--- src/rtl/fixed_priority_arbitor.sv ---
// Fixed-priority arbiter: the lowest-indexed asserted request wins.
// Combinational grant for muxing, plus a registered copy with an owner lock.
module fixed_priority_arbitor #(
  parameter  int width = 2,
  localparam int IDX_W = (width > 1) ? $clog2(width) : 1
) (
  input  logic             clk,
  input  logic             rst_x,
  input  logic [width-1:0] i_request,
  input  logic             i_lock,
  output logic [width-1:0] o_grant,
  output logic             o_grant_valid,
  output logic [IDX_W-1:0] o_grant_index,
  output logic [width-1:0] o_grant_q,
  output logic [IDX_W-1:0] o_grant_index_q,
  output logic             o_grant_valid_q
);

  logic [width-1:0] w_grant;
  logic [IDX_W-1:0] w_index;
  logic             w_valid;
  logic             w_hold;

  logic [width-1:0] r_grant_q;
  logic [IDX_W-1:0] r_index_q;
  logic             r_valid_q;

  // Two's-complement trick isolates the lowest set request bit.
  assign w_grant = i_request & (~i_request + width'(1));
  assign w_valid = |i_request;

  always_comb begin
    w_index = '0;
    for (int n = 0; n < width; n++) begin
      if (w_grant[n]) w_index = IDX_W'(n);
    end
  end

  // The current owner keeps the grant only while it is still requesting.
  assign w_hold = i_lock & r_valid_q & (|(i_request & r_grant_q));

  always_ff @(posedge clk or negedge rst_x) begin
    if (!rst_x) begin
      r_grant_q <= '0;
      r_index_q <= '0;
      r_valid_q <= 1'b0;
    end else if (!w_hold) begin
      r_grant_q <= w_grant;
      r_index_q <= w_index;
      r_valid_q <= w_valid;
    end
  end

  assign o_grant         = w_grant;
  assign o_grant_valid   = w_valid;
  assign o_grant_index   = w_index;
  assign o_grant_q       = r_grant_q;
  assign o_grant_index_q = r_index_q;
  assign o_grant_valid_q = r_valid_q;

endmodule

--- config.mk ---
export PLATFORM = sky130hd
export DESIGN_NAME = fixed_priority_arbitor
export DESIGN_NICKNAME = d
export VERILOG_FILES = /design/src/rtl/fixed_priority_arbitor.sv
export SDC_FILE = /design/constraint.sdc
export NUM_CORES = 1
export LEC_CHECK = 0
export CAP_MARGIN = 10
export CORE_AREA = 2 2 39 41
export CTS_CLUSTER_SIZE = 28
export DETAILED_ROUTE_END_ITERATION = 12
export DIE_AREA = 0 0 41 43
export PLACE_DENSITY = 0.34
export SLEW_MARGIN = 10
export SYNTH_ARGS = -nofsm -noshare
export SYNTH_HDL_FRONTEND = slang
export SYNTH_SLANG_ARGS = --single-unit
--- constraint.sdc ---
create_clock -name clk -period 0.9 [get_ports clk]
set_input_delay 0.09 -clock clk [delete_from_list [all_inputs] [get_ports clk]]
set_output_delay 0.09 -clock clk [all_outputs]
set_load 0.02 [all_outputs]
==> impl_metrics.env, run 1 <==
export IMPL_worstSkewPairLatency_ps=230
export IMPL_setup_viol=1
export IMPL_area_growth_pct=102
export IMPL_grt_total_usage_pct=6.44
export IMPL_cp_top_family="flip-flops"
export IMPL_start_util_pct=10.8
export IMPL_htree_num_levels=1
export IMPL_drt_first_iter_violations=1
export IMPL_grt_pass1_wl_um=662
export IMPL_required_ps=1010
export IMPL_skew_ps=1.06
export IMPL_synth_warnings=0
export IMPL_period_needed_ps=957
export IMPL_drc_errors=0
export IMPL_start_kind="register"
export IMPL_drtAntennaViolNets=0
export IMPL_diodes=0
export IMPL_multiInputGateArea_um2=55.1
export IMPL_clk_pin_slew_ps=40
export IMPL_cp_end_kind="register"
export IMPL_pre_cts_ws_ps=-573
export IMPL_netlist_area_um2=149
export IMPL_n_fill_cell=153
export IMPL_path_class="register to register"
export IMPL_wl_met2_um=173
export IMPL_antenna_found_initial=0
export IMPL_postCtsSetupBuffers=0
export IMPL_dr_max_layer_used="met3"
export IMPL_rr_worst_depth=2
export IMPL_core_um2=1380
export IMPL_numCtsBuffers=3
export IMPL_fmaxAchievable_mhz=1050
export IMPL_crit_path_start="o_grant_q[1]"
export IMPL_relSlewSlack_pct=89.2
export IMPL_syn_nets=19
export IMPL_fp_dieW_um=41
export IMPL_io_buffers=12
export IMPL_worst_path_stages=2
export IMPL_period_share_pct=106
export IMPL_overflow=0
export IMPL_die_h_um=43
export IMPL_dieArea_um2=1760
export IMPL_rsz0062_at_grt="true"
export IMPL_drive_gt1_share_pct=56.7
export IMPL_syn_instance_count=14
export IMPL_grt_max_degree=5
export IMPL_vias=155
export IMPL_gp_congestion=0.548
export IMPL_hold_viol=0
export IMPL_wl_per_cell_um=9.15
export IMPL_avgViaCountPerCell=3.37
export IMPL_clock_sinks=3
export IMPL_p_leak_nw=0.138
export IMPL_ys_seq_area_share_pct=50.4
export IMPL_worstPathMaxFanout=4
export IMPL_synth_seq_cells=3
export IMPL_slew_viol_final=0
export IMPL_min_path_type="input pin to async pin"
export IMPL_ios=13
export IMPL_finalPower_mw=0.503
export IMPL_clockRootBuffer="clkbuf_4"
export IMPL_cp_slowest_cell="dfrtp_2"
export IMPL_final_cell_mix="buf_2 (4), buf_4 (4), clkbuf_4 (3)"
export IMPL_maxCapViolations=0
export IMPL_path_buf_inv=0
export IMPL_crit_chain="nand4_1 -> mux2_4"
export IMPL_avgSynthCellArea_um2=10.6
export IMPL_clock_path_buffers=2
export IMPL_status="finished, violations left"
export IMPL_power_density_nw_per_um2=1680
export IMPL_wl_met1_um=175
export IMPL_ys_types=8
export IMPL_cpPeakStageDelay_ps=420
export IMPL_cts_tree="yes"
export IMPL_seq_area_um2=77.6
export IMPL_route_met3_wl_um=72
export IMPL_cts_hold_buf=0
export IMPL_setup_tns_ps=-56.9
export IMPL_crit_arrival_ps=1070
export IMPL_peakVddDrop_mv=0.433
export IMPL_wl_um=421
export IMPL_reg2reg_from="o_grant_q[1]"
export IMPL_violations="setup timing"
export IMPL_fin_nets=36
export IMPL_max_slew_worst_pin_slew_ps=162
export IMPL_core_rowCount=14
export IMPL_setup_ws_ps=-56.9
export IMPL_dr_pass1_iters=2
export IMPL_grt_pass1_vias=159
-- power breakdown --
part           switching [mW]  internal (mW)  total [mW]
logic                  0.0559         0.0584       0.114
clock network          0.0689          0.166       0.235
registers             0.00798          0.146       0.154
-- state kept, by name (all words and copies together) (netlist names) --
| signal | count |
|---|---|
| o_grant_q | 2 |
| o_grant_valid_q | 1 |
-- synthesized netlist by cell type --
cell type	count	area share, %
buf_4	3	15
or2_1	2	8.4
dfrtp_1	3	50
mux2_1	1	7.6
a21oi_1	2	6.7
nand4_1	1	4.2
nand3_1	1	3.4
nor2b_1	1	4.2
-- what timing repair did --
| action | in CTS | in global routing |
|---|---|---|
| resized for setup | 38 | 1 |
| pin swaps | 1 | 0 |
| setup endpoints to repair | 9 | 4 |
-- through the flow --
step                      utilization [%]  hold slack, ps  instance area (µm²)  std cells
after floorplan                         -            -206                  151         14
after detailed placement             21.1             293                  292         42
after CTS                            21.5            39.1                  298         46
final                                21.7            51.7                  300         46
after global routing                 21.7            40.3                  300         46
after global placement               21.1             286                  292         42
-- worst paths after layout --
path	slack (ps)	end
worst max-delay path	-60	o_grant_q[0]
worst min-delay path	50	o_grant_q[0]
worst max register to register	-60	o_grant_q[0]
worst min register to register	570	o_grant_q[1]
max in group asynchronous	680	o_grant_valid_q
min in group clk	340	o_grant_valid_q
-- per-layer routing --
metal	vias up	track usage, %
li1	76	-
met1	66	7.44
met2	13	7.19
met3	0	4.71
met4	0	6.00
met5	-	0
-- cell type report --
cell class / count / share of cell area, %
timing repair buffer: 15 / 40.4
sequential: 3 / 25.8
multi-input combinational: 8 / 18.3
clock buffer: 4 / 8.75
tap: 16 / 6.67
-- worst reg2reg max path: stages (launching register included) --
cell and delay, ps:
dfrtp_2 420, nand4_1 100, mux2_4 310
-- cells by family (layout without fill, tap and decap cells) --
family,after synthesis,count (layout),synth area share [%]
AO/OA/AOI/OAI,2,2,6.72
buffers and inverters,3,19,15.1
flip-flops,3,3,50.4
multiplexers,1,1,7.56
AND/OR/NAND/NOR,5,5,20.2
Note: power is estimated with default switching activity, not from simulation.
==> run 2: changes to the inputs <==
- SKIP_LAST_GASP: default -> 1
==> results of run 2 <==
Same layout as run 1: the final DEF is identical, and so are final timing and power.
